$ cat src/rtl/falafel_pkg.sv
// falafel_pkg: shared types and widths for the falafel request front end.
//   DATA_W      width of one request beat from the core
//   REQ_W       width of one request word pushed into the request FIFO
//   in_state_e  states of the request-pairing FSM
//   req_pair_t  request word layout, beat0 in the low half
package falafel_pkg;

  localparam int DATA_W = 8;
  localparam int REQ_W  = 2 * DATA_W;

  typedef enum logic [1:0] {
    S_BEAT0,
    S_BEAT1,
    S_PUSH
  } in_state_e;

  typedef struct packed {
    logic [DATA_W-1:0] beat1;
    logic [DATA_W-1:0] beat0;
  } req_pair_t;

endpackage

$ cat src/rtl/falafel_beat_timer.sv
// falafel_beat_timer: clear/enable/expire counter that bounds the wait
// between the two beats of a request.
//   clk_i     clock
//   rst_ni    async active-low reset, counter returns to 0
//   clear_i   force the count to 0 (has priority over enable)
//   en_i      count one idle cycle
//   expire_o  count has reached TIMEOUT_CYCLES
module falafel_beat_timer #(
  parameter int TIMEOUT_CYCLES = 16
) (
  input  logic clk_i,
  input  logic rst_ni,
  input  logic clear_i,
  input  logic en_i,
  output logic expire_o
);

  localparam int CNT_W = $clog2(TIMEOUT_CYCLES + 1);
  localparam logic [CNT_W-1:0] LIMIT = CNT_W'(TIMEOUT_CYCLES);

  logic [CNT_W-1:0] count_reg;

  assign expire_o = (count_reg == LIMIT);

  // Saturates at the limit so a held enable can never wrap back below it.
  always_ff @(posedge clk_i or negedge rst_ni) begin
    if (!rst_ni) begin
      count_reg <= '0;
    end else if (clear_i) begin
      count_reg <= '0;
    end else if (en_i && !expire_o) begin
      count_reg <= count_reg + 1'b1;
    end
  end

endmodule

$ cat src/rtl/falafel_input_fsm.sv
// falafel_input_fsm: request-side front end of falafel. Accepts beats from
// the core over val/rdy, pairs beat0 (header) and beat1 (address) into one
// request word and pushes it into the request FIFO feeding the allocator.
//   clk_i             clock
//   rst_ni            async active-low reset
//   req_val_i         core presents a request beat
//   req_rdy_o         block accepts a beat this cycle
//   req_data_i        request beat
//   req_fifo_full_i   request FIFO full
//   req_fifo_write_o  push strobe into the request FIFO
//   req_fifo_din_o    {beat1, beat0}, beat0 in the low half
//   err_o             one-cycle pulse when a partial request is dropped
// Build option: define FALAFEL_INPUT_TIMEOUT_EN to give up on a lone beat0
// after TIMEOUT_CYCLES idle cycles in S_BEAT1; otherwise S_BEAT1 waits
// forever and err_o is constant 0.
module falafel_input_fsm
  import falafel_pkg::*;
#(
  parameter int TIMEOUT_CYCLES = 16
) (
  input  logic              clk_i,
  input  logic              rst_ni,
  input  logic              req_val_i,
  output logic              req_rdy_o,
  input  logic [DATA_W-1:0] req_data_i,
  input  logic              req_fifo_full_i,
  output logic              req_fifo_write_o,
  output logic [REQ_W-1:0]  req_fifo_din_o,
  output logic              err_o
);

  in_state_e   state_reg, state_next;
  req_pair_t   pair_reg;
  logic        cap_beat0, cap_beat1;
  logic        err_next;

`ifdef FALAFEL_INPUT_TIMEOUT_EN
  logic timer_clear, timer_en, timer_expire;

  // Clearing whenever we are outside S_BEAT1 makes every entry start at 0.
  assign timer_clear = (state_reg != S_BEAT1);

  falafel_beat_timer #(
    .TIMEOUT_CYCLES(TIMEOUT_CYCLES)
  ) u_beat_timer (
    .clk_i    (clk_i),
    .rst_ni   (rst_ni),
    .clear_i  (timer_clear),
    .en_i     (timer_en),
    .expire_o (timer_expire)
  );

  assign err_o = err_next;
`else
  // Always false: without the timer a partial request is never dropped.
  assign err_o = (TIMEOUT_CYCLES < 0);
`endif

  // Request word comes straight from the beat registers, so it cannot move
  // while the FSM is stalled in S_PUSH.
  assign req_fifo_din_o = pair_reg;

  always_comb begin
    state_next       = state_reg;
    req_rdy_o        = 1'b0;
    req_fifo_write_o = 1'b0;
    cap_beat0        = 1'b0;
    cap_beat1        = 1'b0;
    err_next         = 1'b0;
`ifdef FALAFEL_INPUT_TIMEOUT_EN
    timer_en         = 1'b0;
`endif
    case (state_reg)
      S_BEAT0: begin
        req_rdy_o = 1'b1;
        if (req_val_i) begin
          cap_beat0  = 1'b1;
          state_next = S_BEAT1;
        end
      end
      S_BEAT1: begin
        req_rdy_o = 1'b1;
        if (req_val_i) begin
          // A beat arriving on the limit cycle still wins over the timeout.
          cap_beat1  = 1'b1;
          state_next = S_PUSH;
        end
`ifdef FALAFEL_INPUT_TIMEOUT_EN
        else begin
          timer_en = 1'b1;
          if (timer_expire) begin
            err_next   = 1'b1;
            state_next = S_BEAT0;
          end
        end
`endif
      end
      S_PUSH: begin
        // Ready only when the write happens, so a beat is never accepted
        // while the finished request is still waiting for FIFO space.
        if (!req_fifo_full_i) begin
          req_fifo_write_o = 1'b1;
          req_rdy_o        = 1'b1;
          if (req_val_i) begin
            cap_beat0  = 1'b1;
            state_next = S_BEAT1;
          end else begin
            state_next = S_BEAT0;
          end
        end
      end
      default: state_next = S_BEAT0;
    endcase
  end

  always_ff @(posedge clk_i or negedge rst_ni) begin
    if (!rst_ni) begin
      state_reg <= S_BEAT0;
      pair_reg  <= '0;
    end else begin
      state_reg <= state_next;
      if (cap_beat0) pair_reg.beat0 <= req_data_i;
      if (cap_beat1) pair_reg.beat1 <= req_data_i;
    end
  end

endmodule

$ cat config.mk
export PLATFORM = sky130hd
export DESIGN_NAME = falafel_input_fsm
export DESIGN_NICKNAME = d
export VERILOG_FILES = /design/src/rtl/falafel_pkg.sv /design/src/rtl/falafel_beat_timer.sv /design/src/rtl/falafel_input_fsm.sv
export SDC_FILE = /design/constraint.sdc
export NUM_CORES = 1
export LEC_CHECK = 0
export ABC_CLOCK_PERIOD_IN_PS = 1700
export CAP_MARGIN = 20
export CORE_MARGIN = 1
export CORE_UTILIZATION = 40
export DETAILED_ROUTE_END_ITERATION = 7
export GPL_ROUTABILITY_DRIVEN = 0
export PLACE_DENSITY = 0.75
export SLEW_MARGIN = 10
export SYNTH_ARGS = -nofsm -noshare
export SYNTH_HDL_FRONTEND = slang
export SYNTH_SLANG_ARGS = --single-unit
export TNS_END_PERCENT = 50
$ cat constraint.sdc
create_clock -name clk_i -period 1.7 [get_ports clk_i]
set_input_delay 0.34 -clock clk_i [delete_from_list [all_inputs] [get_ports clk_i]]
set_output_delay 0.34 -clock clk_i [all_outputs]
set_load 0.02 [all_outputs]
# --- Word-level counts from Yosys, hierarchy flattened ---
# Index checks and enable logic that the tools add are counted.
totals:
  ff_bits: 18
  elab_cells: 23
op_classes:
  eq_ne: 5
  muxes: 12
  reduce_logical: 3
op_table:
  columns: ["op", "count"]
  rows:
  - ["$mux 1", 6]
  - ["$mux 2", 3]
  - ["$ne 2x2->1 const B", 3]
  - ["$pmux 2 s3", 1]
  - ["$pmux 1 s2", 2]
  - ["$reduce_and 3->1", 1]
  - ["$eq 2x1->1 const B", 1]
  - ["$eq 2x2->1 const B", 1]
  - ["$logic_not 2->1", 1]
  - ["$reduce_or 2->1", 1]

# --- Depth between registers and ports, before layout ---
# Gate-level depths: netlist (run 1).
logic_depth:
  ltp_word: 3
  depth_mapped: 4
  depth_no_buf: 3

# --- Worst setup path after synthesis (run 1) ---
# Ideal clock, no wire load.
synth_timing:
  path_kind: "register to output"
  startpoint: "register state_reg[0]"
  endpoint: "output port req_fifo_write_o"
  t_arrival_ns: 0.956
  slack_ns: 0.404
  stages_incl_launch_ff: 2
  path_buffers: 0
  cell_sequence: "dfrtp_1 > nor3b_1"
synth_between:
  elab_chain_len: 2
synth_lines:
  columns: ["item", "line_no", "text"]
  rows:
  - ["from (decl)", "falafel_input_fsm.sv:32", "in_state_e state_reg, state_next;"]
  - ["from (signal assigned)", "falafel_input_fsm.sv:121", "state_reg <= state_next;"]
  - ["$eq 2x2->1", "falafel_input_fsm.sv:73", "case (state_reg)"]
  - ["$mux 1", "falafel_input_fsm.sv:73", null]
  - ["to (decl)", "falafel_input_fsm.sv:27", "output logic req_fifo_write_o,"]
# No other way between the ends.

# --- Worst setup path in the final report (run 1) ---
layout_timing:
  startpoint: "register pair_reg (netlist bit req_fifo_din_o[10])"
  endpoint: "output port req_fifo_din_o[10]"
layout_lines:
  columns: ["item", "line_no", "text"]
  rows:
  - ["from (decl)", "falafel_input_fsm.sv:33", "req_pair_t pair_reg;"]
  - ["to (decl)", "falafel_input_fsm.sv:28", "output logic [REQ_W-1:0] req_fifo_din_o,"]
# No word-level cell between the ends.

==> reports/qor.yml, run 1 <==
status: "complete, no violations"
pin_count: 31
synth_top_area_cell: "dfrtp_1"
synthesis.nets: 57
clockPowerShare_pct: 12.7
start_kind: "flip-flop"
gr-total-overflow: 0
p_int_w: 0.001381
cts_hold_buffers: 0
routed_wirelength_um: 1375
start_util_pct: 42.68
pre_cts_ws_ns: -0.2537
cts.clk_slew.worst_paths_ns: 0.11
numClockSinks: 18
grt_pass1_vias: 481
diodes: 0
yosysMostFrequentCell: "dfrtp_1"
die_y_um: 44.93
ys_ff_latch: 18
largest_reg_flops: 16
viasPerCell: 4.476
critPathSlowestCell: "clkdlybuf4s50_1"
htreeDepth: 1
fmax_mhz: 620.0
layout-drive-gt1-share_pct: 33.33
layout_setup_ws_ns: 0.08721
comb_power_share_pct: 51.4
hold_path.class: "primary input to asynchronous set/reset pin"
port_buffers: 29
syn_area_per_cell_um2: 16.38
fin_nets: 91
ant_nets: 0
syn_area_um2: 737.0
path_max_fanout: 2
die_w_um: 44.93
syn_inst: 45
peakVddDrop_mv: 1.184
period_share_pct: 94.87
dieArea_um2: 2018
yosysUniqueCellTypes: 13
critPathCaptureType: "output port"
cp_top_family: "buffers and inverters"
power_leakage_nw: 0.4833
cts_root_buffer: "clkbuf_4"
cts_inserted_buffers: 3
drt_iter0_markers: 1
fin_crit_ns: 1.613
ys_seq_area_share_pct: 61.12
switching_share_pct: 34.08
synthTopCellsByCount: "dfrtp_1, mux2_2, mux2_4"
wl_per_cell_um: 13.35
drv_cap: 0
power_w: 0.002095
yosysTopAreaCellShare_pct: 61.12
yosys-top-cells-area: "dfrtp_1, mux2_4, mux2_2, buf_6, nand3b_2"
switchingPower_w: 0.0007141
antenna_found_initial: 0
worstPathArrival_ns: 1.27
vias: 461
async_flop_share_pct: 100.0
pwr-share-seq_pct: 36.0
clock_latency_ns: 0.29
crit_required_ns: 1.36
yosysWarnings: 0
core_area_um2: 1727
synth_edf_count: 0
grt_usage_pct: 15.82
grt_first_pass_wirelength_um: 2221
finalMaxSlewViolations: 0
synth_ff_type: "dfrtp_1"
hold_viol_final: 0
cts_buffer_depth: 2
post_cts_buffers: 0
p_per_area_nw_per_um2: 1916
grt_max_degree: 19
dr.pass1.iters: 4
drc: 0
rsz0062_at_grt: "false"
setup_violations: 0
max_stage_delay_ns: 0.61
worstPathBufferInverterCount: 1
fp-row-count: 15
areaGrowthSynthToFinish_pct: 48.39
fin_worst_skew_ns: 0.004232
cts_tree: "yes"
crit_path_cell_trace: "clkdlybuf4s50_1"
path_class: "flip-flop to output port"
power by group through the flow:
stage	Sequential [W]	Combinational (W)	Clock [W]
2_1_floorplan	0.000992	0.000350	0
3_3_place_gp	0.000756	0.00108	0
3_5_place_dp	0.000761	0.00110	0
4_1_cts	0.000755	0.00109	0.000273
5_1_grt	0.000785	0.00113	0.000293
6_report	0.000753	0.00108	0.000265
placed cells by master (no fill, tap or decap):
cell type        synthesis  layout
a21o_2                   1       1
and3b_1                  1       1
buf_12                   0       1
buf_4                    1       1
clkbuf_2                 0       2
clkbuf_4                 0       3
clkbuf_8                 0       1
clkdlybuf4s50_1          0      27
conb_1                   1       1
dfrtp_1                 18      18
mux2_2                   8       8
mux2_4                   8       8
nand2_1                  1       1
nand3b_2                 1       1
nor2_1                   1       1
nor3b_1                  1       1
o21ai_0                  2       2
path summary, 6_finish.rpt:
path                               startpoint                 end  slack, ns  cells after the start
setup / recovery           req_fifo_din_o[10]  req_fifo_din_o[10]       0.09                      1
hold / removal                         rst_ni   req_fifo_din_o[2]       0.37                      2
setup reg to reg                 state_reg[1]   req_fifo_din_o[3]       0.42                      4
hold reg to reg            req_fifo_din_o[12]  req_fifo_din_o[12]       0.51                      1
max in group asynchronous              rst_ni  req_fifo_din_o[12]       1.13                      2
min in group clk_i         req_fifo_din_o[12]  req_fifo_din_o[12]       0.51                      1
through the flow:
step	setup TNS, ns	area, µm²	instances	hold WS, ns	util, %
after floorplan	0	737.0	45	0.04441	-
after global placement	-0.3748	1067	99	0.4892	61.81
after detailed placement	-0.4843	1067	99	0.4928	61.81
after CTS	0	1101	103	0.3823	63.77
after global routing	0	1094	103	0.3764	63.33
final	0	1094	103	0.3711	63.33
logic make-up after synthesis:
family | after synthesis | synth area share [%]
AOI/OAI and AO/OA | 3 | 2.547
buffers and inverters | 2 | 2.547
DFF | 18 | 61.12
muxes | 16 | 28.52
other | 1 | 0.5088
and+or+nand+nor | 5 | 4.753
metal layers:
layer  GRT usage [%]  part of all wire (%)
met1           20.16                    45
met5               0                     0
met4           1.818                     0
met2           26.09                    50
met3           6.400                   5.2
final cells by class:
class / count / area [µm²]
Fill cell: 143 / 633.1
Sequential cell: 18 / 450.4
Timing Repair Buffer: 31 / 307.8
Multi-Input combinational cell: 25 / 267.8
Clock buffer: 4 / 36.28
Tap cell: 25 / 31.28
repair_timing:
item                                    in CTS  in global routing
cloned                                       0                  0
resized for setup                            2                  6
endpoints found under the hold margin        0                  0
endpoints found under the setup margin       2                  2
No activity file was read; power rests on OpenSTA's default activity.
==> run 2: changes to the inputs <==
- GPL_TIMING_DRIVEN: not set -> 0
==> reports/qor.yml, run 2 (synthesized netlist as in run 1, its figures left out) <==
grt_pass1_vias: 471
fin_crit_ns: 1.617
viasPerCell: 4.573
areaGrowthSynthToFinish_pct: 47.71
worstPathArrival_ns: 1.28
power_leakage_nw: 0.4805
dieArea_um2: 2018
path_max_fanout: 2
path_class: "flip-flop to output port"
relSlewSlack_pct: 48.40
pin_count: 31
layout_setup_ws_ns: 0.08338
critPathSlowestCell: "clkdlybuf4s50_1"
core_area_um2: 1727
final_common_cell: "clkdlybuf4s50_1"
grt_max_degree: 19
instances_no_fill: 103
pre_cts_ws_ns: -0.2248
start_util_pct: 42.68
cts_tree: "yes"
fin_worst_skew_ns: 0.006434
layout_common_cells: "clkdlybuf4s50_1, dfrtp_1, mux2_2, mux2_4, clkbuf_4"
crit_required_ns: 1.36
hold_path.class: "primary input to asynchronous set/reset pin"
p_per_area_nw_per_um2: 1904
hold_viol_final: 0
crit_path_cell_trace: "clkdlybuf4s50_1"
post_cts_buffers: 0
period_share_pct: 95.10
start_kind: "flip-flop"
r2r_cells: 4
wl_per_cell_um: 12.24
cts_inserted_buffers: 3
grt_usage_pct: 14.97
drt_iter0_markers: 7
die_w_um: 44.93
diodes: 0
fin_nets: 91
antenna_found_initial: 0
peakVddDrop_mv: 1.234
gr-total-overflow: 0
place_inst: 99
fmax_mhz: 618.6
clock_latency_ns: 0.29
layout-drive-gt1-share_pct: 32.05
worst_slew_pin_slew_ns: 0.7716
rsz0062_at_grt: "false"
fp-row-count: 15
drv_cap: 0
setup_violations: 0
worst-path-stages: 1
finalMaxSlewViolations: 0
numClockSinks: 18
cts_hold_buffers: 0
ant_nets: 0
worst-r2r-setup-slack_ns: 0.43
htreeDepth: 1
cts_buffer_depth: 2
port_buffers: 29
cts_root_buffer: "clkbuf_4"
die_y_um: 44.93
worstPathBufferInverterCount: 1
max_stage_delay_ns: 0.61
status: "complete, no violations"
largest_reg_flops: 16
vias: 471
routed_wirelength_um: 1261
dr.pass1.iters: 4
critPathCaptureType: "output port"
drc: 0
grt_first_pass_wirelength_um: 2145
cts.clk_slew.worst_paths_ns: 0.10
cp_top_family: "buffers and inverters"
-- run 2: cell types whose count changed in the layout (fill, tap and decap cells not counted) --
cell           before  now
buf_12              1    0
buf_6               0    1
clkbuf_2            2    1
dlygate4sd2_1       0    1
-- run 2: final cells by class --
class | count | area (µm²)
fillers | 150 | 638.1
repair buffers | 29 | 284.0
flip-flops and latches | 18 | 450.4
clock buffers | 4 | 36.28
multi-input cells | 25 | 267.8
well taps | 25 | 31.28
plain buffers | 2 | 18.77
-- run 2: through the flow --
stage / instance area [µm²] / hold WS, ns / power (W) / setup TNS [ns] / utilization [%]
6_report: 1089 / 0.4879 / 0.002072 / 0 / 63.04
3_5_place_dp: 1059 / 0.4916 / 0.001841 / -0.4077 / 61.30
4_1_cts: 1092 / 0.5173 / 0.002097 / 0 / 63.26
2_1_floorplan: 737.0 / 0.04441 / 0.001341 / 0 / -
3_3_place_gp: 1059 / 0.4891 / 0.001819 / -0.3845 / 61.30
5_1_grt: 1089 / 0.5315 / 0.002182 / 0 / 63.04
-- run 2: power breakdown --
group / internal [W] / total [W] / switching, W
Clock: 0.000131 / 0.000261 / 0.000130
Combinational: 0.000607 / 0.00106 / 0.000453
Sequential: 0.000635 / 0.000752 / 0.000117
Total: 0.00137 / 0.00207 / 0.000700
-- run 2: final timing paths --
kind	startpoint	endpoint
worst max-delay path	req_fifo_din_o[0]	req_fifo_din_o[0]
worst min-delay path	rst_ni	req_fifo_din_o[2]
worst max register to register	state_reg[1]	req_fifo_din_o[6]
worst min register to register	req_fifo_din_o[9]	req_fifo_din_o[9]
max in group asynchronous	rst_ni	req_fifo_din_o[14]
min in group clk_i	req_fifo_din_o[9]	req_fifo_din_o[9]
-- run 2: metal layers --
layer,track usage [%],share of wire [%],vias up
met3,6.400,5.9,0
met5,0,0,-
met2,22.90,48,16
met1,19.69,46,231
met4,3.636,0,0
li1,-,-,224
-- run 2: repair_timing --
item,CTS,global route
endpoints found under the setup margin,2,1
resized for setup,2,3
hold endpoints to repair,0,0
